### config.mk
export PLATFORM = sky130hd
export DESIGN_NAME = seq_gen
export DESIGN_NICKNAME = d
export VERILOG_FILES = /design/src/rtl/seq_pkg.sv /design/src/rtl/seq_gen_cnt.sv /design/src/rtl/seq_gen.sv
export SDC_FILE = /design/constraint.sdc
export NUM_CORES = 1
export LEC_CHECK = 0
export ABC_AREA = 1
export CORE_ASPECT_RATIO = 0.7
export CORE_MARGIN = 2
export CORE_UTILIZATION = 35
export CTS_CLUSTER_DIAMETER = 30
export CTS_CLUSTER_SIZE = 8
export DETAILED_ROUTE_END_ITERATION = 7
export HOLD_SLACK_MARGIN = 0.12
export SETUP_SLACK_MARGIN = 0.02
export SYNTH_ARGS = -nofsm -noshare
export SYNTH_HDL_FRONTEND = slang
export SYNTH_SLANG_ARGS = --single-unit
### constraint.sdc
create_clock -name clk -period 3.5 [get_ports clk]
set_input_delay 0.7 -clock clk [delete_from_list [all_inputs] [get_ports clk]]
set_output_delay 0.7 -clock clk [all_outputs]
set_load 0.03 [all_outputs]
### src/rtl/seq_pkg.sv
// Shared definitions for the serial pattern transmitter.
// State encoding, default pattern width and the length clamp.
package seq_pkg;

    typedef enum logic [1:0] {
        ST_IDLE  = 2'd0,
        ST_SHIFT = 2'd1,
        ST_GAP   = 2'd2,
        ST_DONE  = 2'd3
    } state_e;

    localparam int MAX_LEN_DEF = 16;

    function automatic int unsigned clamp_len(
        input int unsigned n,
        input int unsigned lim
    );
        return (n > lim) ? lim : n;
    endfunction

endpackage

### src/rtl/seq_gen_cnt.sv
// Loadable down-counter with zero flag.
// Load takes priority over decrement.
module seq_gen_cnt
    import seq_pkg::*;
#(
    parameter int W = 4
) (
    input  logic         clk,
    input  logic         rst,
    input  logic         load,
    input  logic [W-1:0] ld_val,
    input  logic         dec,
    output logic [W-1:0] cnt,
    output logic         zero
);

    logic [W-1:0] cnt_q;
    logic [W-1:0] cnt_d;

    always_comb begin
        cnt_d = cnt_q;
        if (load) begin
            cnt_d = ld_val;
        end else if (dec) begin
            cnt_d = cnt_q - W'(1);
        end
    end

    always_ff @(posedge clk or negedge rst) begin
        if (!rst) begin
            cnt_q <= '0;
        end else begin
            cnt_q <= cnt_d;
        end
    end

    assign cnt  = cnt_q;
    assign zero = (cnt_q == '0);

endmodule

### src/rtl/seq_gen.sv
// Serial pattern transmitter: sends a captured pattern MSB-first,
// repeated reps times with optional idle gaps between repeats.
module seq_gen
    import seq_pkg::*;
#(
    parameter int MAX_LEN = MAX_LEN_DEF,
    parameter int GAP     = 0,
    parameter int REP_W   = 8
) (
    input  logic                     clk,
    input  logic                     rst,
    input  logic                     start,
    input  logic                     abort,
    input  logic [MAX_LEN-1:0]       pattern,
    input  logic [$clog2(MAX_LEN):0] nbits,
    input  logic [REP_W-1:0]         reps,
    output logic                     x,
    output logic                     x_valid,
    output logic                     busy,
    output logic                     done
);

    localparam int NB_W   = $clog2(MAX_LEN) + 1;
    localparam int IDX_W  = $clog2(MAX_LEN);
    localparam int GAP_W  = (GAP > 0) ? $clog2(GAP + 1) : 1;
    localparam int GAP_LD = (GAP > 0) ? GAP - 1 : 0;

    state_e state_q, state_d;
    logic [MAX_LEN-1:0] pat_q, pat_d;
    logic [NB_W-1:0] nb_q, nb_d;
    logic x_q, x_d;
    logic xv_q, xv_d;
    logic busy_q, busy_d;
    logic done_q, done_d;

    logic [NB_W-1:0] nb_cl;
    logic [IDX_W-1:0] st_idx;
    logic [IDX_W-1:0] rl_idx;
    logic [IDX_W-1:0] nx_idx;

    logic idx_ld, idx_dec, idx_zero;
    logic [IDX_W-1:0] idx_ldv, idx_cnt;
    logic gap_ld, gap_dec, gap_zero;
    logic [GAP_W-1:0] gap_ldv, gap_cnt;
    logic rep_ld, rep_dec, rep_zero;
    logic [REP_W-1:0] rep_ldv, rep_cnt;
    logic unused_ok;

    // idx always names the bit currently on x; reps counts repeats still owed
    seq_gen_cnt #(.W(IDX_W)) u_idx (
        .clk    (clk),
        .rst    (rst),
        .load   (idx_ld),
        .ld_val (idx_ldv),
        .dec    (idx_dec),
        .cnt    (idx_cnt),
        .zero   (idx_zero)
    );

    seq_gen_cnt #(.W(GAP_W)) u_gap (
        .clk    (clk),
        .rst    (rst),
        .load   (gap_ld),
        .ld_val (gap_ldv),
        .dec    (gap_dec),
        .cnt    (gap_cnt),
        .zero   (gap_zero)
    );

    seq_gen_cnt #(.W(REP_W)) u_rep (
        .clk    (clk),
        .rst    (rst),
        .load   (rep_ld),
        .ld_val (rep_ldv),
        .dec    (rep_dec),
        .cnt    (rep_cnt),
        .zero   (rep_zero)
    );

    assign unused_ok = ^{gap_cnt, rep_cnt};

    always_comb begin
        nb_cl  = NB_W'(clamp_len(32'(nbits), 32'(MAX_LEN)));
        st_idx = IDX_W'(nb_cl - NB_W'(1));
        rl_idx = IDX_W'(nb_q - NB_W'(1));
        nx_idx = idx_cnt - IDX_W'(1);
    end

    always_comb begin
        state_d = state_q;
        pat_d   = pat_q;
        nb_d    = nb_q;
        x_d     = 1'b0;
        xv_d    = 1'b0;
        busy_d  = busy_q;
        done_d  = 1'b0;
        idx_ld  = 1'b0;
        idx_ldv = '0;
        idx_dec = 1'b0;
        gap_ld  = 1'b0;
        gap_ldv = GAP_W'(GAP_LD);
        gap_dec = 1'b0;
        rep_ld  = 1'b0;
        rep_ldv = '0;
        rep_dec = 1'b0;

        if (abort) begin
            state_d = ST_IDLE;
            busy_d  = 1'b0;
        end else begin
            unique case (state_q)
                ST_IDLE: begin
                    if (start) begin
                        pat_d  = pattern;
                        nb_d   = nb_cl;
                        busy_d = 1'b1;
                        if (nb_cl == '0 || reps == '0) begin
                            state_d = ST_DONE;
                            done_d  = 1'b1;
                        end else begin
                            state_d = ST_SHIFT;
                            x_d     = pattern[st_idx];
                            xv_d    = 1'b1;
                            idx_ld  = 1'b1;
                            idx_ldv = st_idx;
                            rep_ld  = 1'b1;
                            rep_ldv = reps - REP_W'(1);
                        end
                    end
                end
                ST_SHIFT: begin
                    if (!idx_zero) begin
                        idx_dec = 1'b1;
                        x_d     = pat_q[nx_idx];
                        xv_d    = 1'b1;
                    end else if (!rep_zero) begin
                        rep_dec = 1'b1;
                        if (GAP > 0) begin
                            state_d = ST_GAP;
                            gap_ld  = 1'b1;
                        end else begin
                            idx_ld  = 1'b1;
                            idx_ldv = rl_idx;
                            x_d     = pat_q[rl_idx];
                            xv_d    = 1'b1;
                        end
                    end else begin
                        state_d = ST_DONE;
                        done_d  = 1'b1;
                    end
                end
                ST_GAP: begin
                    if (gap_zero) begin
                        state_d = ST_SHIFT;
                        idx_ld  = 1'b1;
                        idx_ldv = rl_idx;
                        x_d     = pat_q[rl_idx];
                        xv_d    = 1'b1;
                    end else begin
                        gap_dec = 1'b1;
                    end
                end
                ST_DONE: begin
                    state_d = ST_IDLE;
                    busy_d  = 1'b0;
                end
                default: begin
                    state_d = ST_IDLE;
                    busy_d  = 1'b0;
                end
            endcase
        end
    end

    always_ff @(posedge clk or negedge rst) begin
        if (!rst) begin
            state_q <= ST_IDLE;
            pat_q   <= '0;
            nb_q    <= '0;
            x_q     <= 1'b0;
            xv_q    <= 1'b0;
            busy_q  <= 1'b0;
            done_q  <= 1'b0;
        end else begin
            state_q <= state_d;
            pat_q   <= pat_d;
            nb_q    <= nb_d;
            x_q     <= x_d;
            xv_q    <= xv_d;
            busy_q  <= busy_d;
            done_q  <= done_d;
        end
    end

    assign x       = x_q;
    assign x_valid = xv_q;
    assign busy    = busy_q;
    assign done    = done_q;

endmodule

==> run metrics, run 1 <==
GPL Wtd Cong=0.898; hpwl dp=5860 um; Setup Crit Path Kind=input port to flop; die area=8470 um2; prevailing post-synth register cell=dfrtp_1; run status=complete, no violations; final net count=478; Worst Skew=0.00321 ns; via count=2644; placed cell count=528; Post-synth EDFFs=0; cell type with the largest total area after synthesis=dfrtp_1; hold_sp=nb_q[1]; Hold WC Path Type=flop to flop; final setup TNS=0 ns; Worst Tran Pin Value=0.892 ns; Area Growth Syn to Fin=19.5%; Arr. time, crit path=2.88 ns; Pwr Density=749 nW/um2; GRT Total Usage=18.4%; Netlist Area Pre-Place=2710 um2; worst hold slack=0.498 ns; DRC viols=0; First-pass DRT Iterations=6; first-pass GRT wire length=12100 um; layout cell share with drive strength beyond 1=4.34%; Ports=37; total CTS buffers=5; number of diodes=0; non-filler cells, final=536; Net Sw Frac=47.4%; Mapped Cells=401; worst reg2reg startpoint=nb_q[0]; antenna violations before repair=0; cts repair resizes=0; ranking of synthesized cells by area=dfrtp_1 (36%), nand2_1 (17%), nand3_1 (12%), inv_1 (7.9%), o21ai_0 (7.2%); Req. time, crit path=3.69 ns; area share of the largest cell type after synthesis=36.0%; Post-Place Setup Slack=0.527 ns; cts hold-fix bufs=0; Avg Cell Area, Syn=6.76 um2; combinational share of power=55.9%; Initial Util=36.7%; fmax=371 MHz; MaxCap Viol Count=0; # port buffers=36; postcts setup bufs=0; Seq pwr share=31.6%; Routed Antenna Nets=0; leakage=1.59 nW; largest net degree at the start of global routing=40; CTS Buffer Depth=2; Vias/cell=4.93; DIE HEIGHT=77.6 um; ys async rst share=100%; RSZ-0062 raised after global routing=no; post-placement cell area=3150 um2; CTS H-tree lvls=2; Clk network pwr share=12.4%; clock sinks=39; Tcrit/Tclk final=77.0%; Final min period=2.69 ns; sw power=1.15 mW; CTS tree=yes; VDD IR max=263 uV; Non-Filler Cell Area, Final=3240 um2; routed len/inst=13.8 um; Root Buffer=clkbuf_8; syn_nets=442; clock latency on the worst-skew pair=0.29 ns; Clock transition at path regs=0.08 ns; Netlist cell types=29; Synth Warn #=0; post-synthesis sequential area ratio=36.0%; grt ovf=0; vias in the first global route=2355; overall routed net length=7390 um; worst setup margin=0.805 ns; core region area=7380 um2; final hold vios=0; crit start category=input port; DRT iter0 DRCs=211; Row Count=26; Die W=109 um; CP endpoint kind=flop; final setup fails=0; CP max FO=11; max-slew violation count=0; Crit. Startpoint=nbits[2]; Final Util=43.9%; internal power=1.28 mW; register bit total from synthesis=39; PnR Total Power=2.43 mW; Slew HR=40.5%; Reg2Reg Setup Slack=1.21 ns
==> metal layers <==
| layer | GRT usage (%) | wire [um] | up-vias | part of all wire (%) |
|---|---|---|---|---|
| met2 | 23.9 | 3040 | 80 | 41 |
| met5 | 0 | 0 | - | 0 |
| met4 | 2.66 | 36 | 0 | 0.49 |
| met3 | 3.61 | 383 | 5 | 5.2 |
| li1 | - | - | 1356 | - |
| met1 | 30.8 | 3930 | 1203 | 53 |
==> cell families (layout without fill, tap and decap cells) <==
kind of cell | Yosys count | count (layout) | share of synthesized area (%)
AOI/OAI and AO/OA | 52 | 52 | 10.4
and+or+nand+nor | 215 | 215 | 34.3
DFF | 39 | 39 | 36.0
buffers and inverters | 72 | 109 | 10.7
xor gates and xnor gates | 15 | 15 | 4.85
adders and majority gates | 8 | 8 | 3.69
==> Yosys cell counts, types with 3 or more instances <==
cell type / count
o211ai_1: 4
nor2_1: 15
nand2_1: 122
ha_1: 8
nor3_1: 3
nand3_1: 67
clkbuf_1: 4
xor2_1: 10
inv_2: 3
a31oi_1: 3
dfrtp_1: 39
inv_1: 57
buf_2: 3
o21ai_0: 39
xnor2_1: 5
==> power groups by stage <==
stage                     Clock (mW)  Combinational [mW]  Sequential (mW)
after floorplan                    0                1.00            0.749
after global placement             0                1.33            0.770
after detailed placement           0                1.34            0.776
after CTS                      0.315                1.35            0.768
after global routing           0.338                1.54            0.797
final                          0.302                1.36            0.767
==> worst paths after layout <==
kind	to	depth (start not counted)
min	nb_q[1]	2
min reg2reg	nb_q[1]	2
max in group asynchronous	state_q[0]	1
max reg2reg	x	13
max	x	15
min in group asynchronous	pat_q[7]	1
==> critical path, cell delays in order <==
cell and delay [ns]:
clkdlybuf4s50_1 0.45, nor2_1 0.15, nand2_1 0.10, nand2_2 0.16, nand2_1 0.10, buf_4 0.19, ha_1 0.20, xor2_1 0.31
inv_1 0.10, nand3_1 0.12, nand2_1 0.06, nand2_1 0.06, nand3_1 0.08, nand2_1 0.06, inv_1 0.04
==> registers in the layout (all words and copies together) (netlist names) <==
signal / count
state_q: 2
pat_q: 16
x_valid: 1
u_rep.cnt: 8
busy: 1
u_idx.cnt: 4
x: 1
u_gap.cnt: 1
done: 1
nb_q: 4
==> placed cells by master (no fill, tap or decap), drive strengths merged <==
master and n:
ha 8, a21oi 1, clkbuf 6, buf 4, xor2 10, o21ai 40, a31oi 3, nand4 2
inv 60, nor3 4, o211ai 4, o31a 1, nand2 124, xnor2 5, o22ai 2, clkdlybuf4s50 35
a22oi 1, dfrtp 39, nor2 17, clkinv 3, clkinvlp 1, nand3 67, nor3b 1
==> area by class of cell <==
cell class                      instances  area [um2]
Clock buffer                            6        72.6
Clock inverter                          2        12.5
Fill cell                             769        4150
Inverter                               62         233
Multi-Input combinational cell        290        1450
Sequential cell                        39         976
Tap cell                               98         123
Timing Repair Buffer                   39         378
Power figures use the tool's default switching activity.
==> run 2: changes to the inputs <==
Clock period 3.5 ns to 2.2 ns, I/O delays scaled along.
==> run 2 against run 1 <==
Net effect:
- hold slack got worse by 0.31 ns
- setup slack got worse by 0.65 ns
- flip-flop and latch count did not move
- count of clock-buffer cells in the layout did not move
- combinational power rose by 72%
- largest power group unchanged
- sequential share of layout area fell by 2.3 points
- highest routed layer unchanged
- largest cell class unchanged
- sequential power rose by 54%
- clock skew rose by 0.0037 ns
- register-to-register slack got worse by 1.0 ns
- critical path depth fell by 1
- die area did not move
- critical endpoint unchanged
==> run metrics, run 2 (synthesized netlist as in run 1, its figures left out) <==
r2r endpoint=u_idx.cnt[3]; Reg with most FFs=pat_q; RSZ-0062 raised after global routing=yes; DIE HEIGHT=77.6 um (unchanged); antenna violations before repair=0 (unchanged); Non-Filler Cell Area, Final=3510 um2 (+8.3%); Initial Util=36.7% (unchanged); Pwr Density=1210 nW/um2 (+61%); commonest non-fill, non-tap cells in the layout=nand2_1 (120), nand3_1 (66), inv_1 (56), dfrtp_1 (39), o21ai_0 (38); Final Util=47.5% (+3.7 points); Final min period=2.05 ns; Hold WC Path Type=input port to asynchronous set/reset pin; post-placement cell area=3340 um2 (+6.0%); VDD IR max=521 uV (+98%); overall routed net length=7440 um (+0.70%); clock sinks=39 (unchanged); Routed Antenna Nets=0 (unchanged); Arr. time, crit path=2.29 ns (-0.59 ns); GRT Total Usage=18.6% (+0.28 points); via count=2752 (+4.1%); Root Buffer=clkbuf_8; worst reg2reg startpoint=u_rep.cnt[0]; Req. time, crit path=2.44 ns (-1.25 ns); die area=8470 um2 (unchanged); total CTS buffers=5 (unchanged); run status=complete, no violations; Reg2Reg Setup Slack=0.20 ns (-1.01 ns); final net count=505 (+5.6%); CTS Buffer Depth=2 (unchanged); Die W=109 um (unchanged); hpwl dp=5910 um (+0.88%); Worst Skew=0.00695 ns (+0.00374 ns); CP endpoint kind=flop; max reg flops=16 (unchanged); DRC viols=0 (unchanged); vias in the first global route=2411 (+2.4%); Vias/cell=4.89 (-0.91%); final setup fails=0 (unchanged); largest net degree at the start of global routing=40 (unchanged); Area Growth Syn to Fin=29.5%; Worst R2R Path Depth=13 (unchanged); CP max FO=4 (-7); layout cell share with drive strength beyond 1=11.4% (+7.1 points); first-pass GRT wire length=12300 um (+1.6%); core region area=7380 um2 (unchanged); commonest non-fill, non-tap cell in the layout=nand2_1; GPL Wtd Cong=0.898 (about the same); final setup TNS=0 ns (unchanged); CTS H-tree lvls=2 (unchanged); Ports=37 (unchanged); routed len/inst=13.2 um (-4.1%); final hold vios=0 (unchanged); clock latency on the worst-skew pair=0.29 ns (about the same); fmax=488 MHz; Tcrit/Tclk final=93.1%; CTS tree=yes; crit start category=input port; First-pass DRT Iterations=5 (-1); max-slew violation count=0 (unchanged); Clock transition at path regs=0.08 ns (about the same); grt ovf=0 (unchanged); DRT iter0 DRCs=226 (+7.1%); Worst Tran Pin Value=0.512 ns (-0.380 ns); Row Count=26 (unchanged); # port buffers=36 (unchanged); Slew HR=65.9% (+25 points); leakage=1.74 nW (+9.6%); MaxCap Viol Count=0 (unchanged); Setup Crit Path Kind=input port to flop; Post-Place Setup Slack=-0.222 ns (-0.749 ns); worst setup margin=0.152 ns (-0.653 ns); number of diodes=0 (unchanged)
==> run 2: cell types whose count changed in the layout (fill, tap and decap cells not counted), moves of 2 or more <==
| cell | previous run | this run |
|---|---|---|
| buf_4 | 3 | 30 |
| bufinv_16 | 0 | 2 |
| nand2_1 | 122 | 120 |
| nand2_2 | 2 | 4 |
==> run 2: worst max path at each step <==
| stage | startpoint | end | cells after the start |
|---|---|---|---|
| after floorplan | nbits[2] | u_rep.cnt[3] | 13 |
| after global placement | nbits[2] | x | 14 |
| after detailed placement | nbits[2] | u_idx.cnt[1] | 13 |
| after CTS | nbits[2] | x | 14 |
| after global routing | nbits[3] | u_idx.cnt[2] | 13 |
| final | nbits[3] | x | 14 |
==> run 2: per-stage QoR <==
stage / hold slack, ns / power (mW) / instances
floorplan: 0.144 / 2.79 / 401
detailed placement: 0.479 / 3.47 / 553
finish: 0.188 / 4.24 / 563
CTS: 0.219 / 4.20 / 561
global route: 0.225 / 4.64 / 563
global placement: 0.482 / 3.46 / 553
==> run 2: timing repair <==
item                                    4_1_cts  5_1_grt
hold buffers                                  0        0
endpoints found under the setup margin        0       14
resized for setup                             0        8
buffers inserted                              0        2
==> run 2: metal layers <==
metal	global-route usage, %	wire length [um]
met2	23.2	2850
met4	3.92	48
met1	31.1	4060
met3	4.71	479
met5	0	0
==> run 2: area by class of cell <==
cell class                      count  area (um2)
Clock buffer                        6        72.6
Clock inverter                      2        60.1
Fill cell                         728        3870
Inverter                           62         233
Multi-Input combinational cell    290        1470
Sequential cell                    39         976
Tap cell                           98         123
Timing Repair Buffer               66         581
==> run 2: worst max-delay path: stages <==
cell             delay [ns]
clkdlybuf4s50_1        0.43
nor2_2                 0.15
nand2_2                0.08
nand2_2                0.07
nand2_2                0.07
ha_2                   0.18
xor2_1                 0.30
buf_4                  0.18
nand3_1                0.07
nand2_1                0.09
nand2_1                0.06
nand3_1                0.06
nand2_1                0.05
inv_1                  0.04
==> run 2: where the power goes <==
part / total (mW) / internal (mW) / switching [mW]
clock: 0.716 / 0.454 / 0.263
combinational: 2.34 / 0.898 / 1.45
sequential: 1.18 / 1.03 / 0.153
total: 4.24 / 2.38 / 1.86
==> run 3: changes to the inputs <==
Settings changed: CORE_MARGIN 2 to not set, CTS_CLUSTER_SIZE 8 to not set.
==> run 3 against run 2 <==
Net effect:
- global-route usage increased by 1.3 points
- count of clock-buffer cells in the layout decreased by 1
- final area decreased by 0.39%
- first-iteration DRC count decreased by 20%
- sequential share of layout area increased by 0.11 points
- flip-flop and latch count unchanged
- clock power increased by 3.4%
- maximum frequency increased by 1.5%
- critical path type unchanged
- largest cell class unchanged
==> run metrics, run 3 (synthesized netlist as in run 1, its figures left out) <==
fmax=496 MHz (+1.5%); CTS tree=yes; met1 WL=4070 um (+0.27%); Clock transition at path regs=0.09 ns (about the same); worst setup margin=0.182 ns (+0.0303 ns); Setup Crit Path Kind=input port to flop; Final Util=47.3% (-0.19 points); MaxCap Viol Count=0 (unchanged); Arr. time, crit path=2.20 ns (-0.09 ns); run status=complete, no violations; clock sinks=39 (unchanged); CTS H-tree lvls=2 (unchanged); Ports=37 (unchanged); DRC viols=0 (unchanged); hpwl dp=5940 um (+0.61%); largest net degree at the start of global routing=40 (unchanged); fill count=728 (unchanged); number of diodes=0 (unchanged); CTS Buffer Depth=2 (unchanged); Tcrit/Tclk final=91.7% (-1.4 points); top sig layer=met4; Req. time, crit path=2.39 ns (-0.05 ns); met3 wire length=555 um (+16%); crit start category=input port; First-pass DRT Iterations=6 (+1); DIE HEIGHT=75.6 um (-2.6%); Routed Antenna Nets=0 (unchanged); Slew HR=64.9% (-0.94 points); first-pass GRT wire length=12200 um (-0.50%); Hold WC Path Type=input port to asynchronous set/reset pin; routed len/inst=13.4 um (+1.7%); VDD IR max=472 uV (-9.4%); Initial Util=36.7% (unchanged); RSZ-0062 raised after global routing=no; vias in the first global route=2428 (+0.71%); final net count=502 (-0.59%); placed cell count=552 (-0.18%); max-slew violation count=0 (unchanged); Area Growth Syn to Fin=29.0%; Reg2Reg Setup Slack=0.19 ns (about the same); CP max FO=4 (unchanged); Worst Skew=0.00409 ns (-0.00286 ns); Final min period=2.02 ns (-0.0303 ns); Worst Tran Pin Value=0.526 ns (+0.0141 ns); die area=8100 um2 (-4.4%); via count=2720 (-1.2%); final hold vios=0 (unchanged); total CTS buffers=5 (unchanged); max reg flops=16 (unchanged); postcts setup bufs=0 (unchanged); Post-Place Setup Slack=-0.259 ns (-0.0367 ns); DRT iter0 DRCs=180 (-20%); cts hold-fix bufs=0 (unchanged); final setup fails=0 (unchanged); core region area=7380 um2 (unchanged); clock latency on the worst-skew pair=0.30 ns (about the same); non-filler cells, final=560 (-0.53%); Detail Route met2 WL=2860 um (+0.18%); antenna violations before repair=0 (unchanged); # port buffers=36 (unchanged); cts repair resizes=0 (unchanged); overall routed net length=7530 um (+1.1%); Root Buffer=clkbuf_8; layout cell share with drive strength beyond 1=10.6% (-0.79 points); commonest non-fill, non-tap cells in the layout=nand2_1 (121), nand3_1 (67), inv_1 (57), o21ai_0 (39), dfrtp_1 (39); CP endpoint kind=flop; Row Count=26 (unchanged); Die W=107 um (-1.8%); commonest non-fill, non-tap cell in the layout=nand2_1; Pwr Density=1210 nW/um2 (+0.19%); Vias/cell=4.86 (-0.63%); leakage=1.74 nW (-0.30%); GRT Total Usage=19.9% (+1.3 points); grt ovf=0 (unchanged); Reg with most FFs=pat_q; GPL Wtd Cong=0.903 (+0.62%)
-- run 3: routing by layer --
layer / GRT usage (%) / up-vias
met5: 0 / -
met3: 3.76 / 6
li1: - / 1401
met1: 32.8 / 1233
met4: 2.74 / 0
met2: 26.5 / 80
-- run 3: area by class of cell --
class | instances | area [um2] | share of cell area, %
Clock buffer | 5 | 68.8 | 1.97
Clock inverter | 3 | 67.6 | 1.93
Inverter | 62 | 233 | 6.66
Multi-Input combinational cell | 290 | 1470 | 42.0
Sequential cell | 39 | 976 | 27.9
Tap cell | 98 | 123 | 3.51
Timing Repair Buffer | 63 | 561 | 16.0
-- run 3: power breakdown --
| group | switching [mW] | internal, mW | total [mW] |
|---|---|---|---|
| registers | 0.159 | 1.03 | 1.19 |
| logic | 1.42 | 0.882 | 2.31 |
| clock network | 0.287 | 0.453 | 0.740 |
| total | 1.87 | 2.36 | 4.23 |
-- run 3: worst paths after layout --
| kind | from | to | cells after the start |
|---|---|---|---|
| max in group asynchronous | rst | pat_q[14] | 2 |
| max reg2reg | u_rep.cnt[0] | u_idx.cnt[3] | 13 |
| min in group clk | nb_q[1] | nb_q[1] | 2 |
| min | rst | pat_q[11] | 2 |
| max | nbits[3] | u_idx.cnt[3] | 13 |
| min reg2reg | nb_q[1] | nb_q[1] | 2 |
-- run 3: through the flow --
step                      area [um2]  TNS [ns]  power [mW]  hold WS (ns)
after floorplan                 2710         0        2.79         0.144
after global routing            3500         0        4.63         0.238
after detailed placement        3330     -2.97        3.46         0.479
final                           3500         0        4.23         0.184
after global placement          3330     -1.92        3.45         0.479
after CTS                       3470         0        4.21         0.212
-- run 3: critical path, stage by stage --
cell             delay, ns
clkdlybuf4s50_1       0.50
nor2_2                0.05
nand2_1               0.10
nand2_2               0.06
nand2_2               0.09
ha_1                  0.14
nand3_1               0.10
nand4_1               0.11
buf_4                 0.14
nor2_2                0.04
o21ai_0               0.21
buf_4                 0.15
nand3_1               0.05
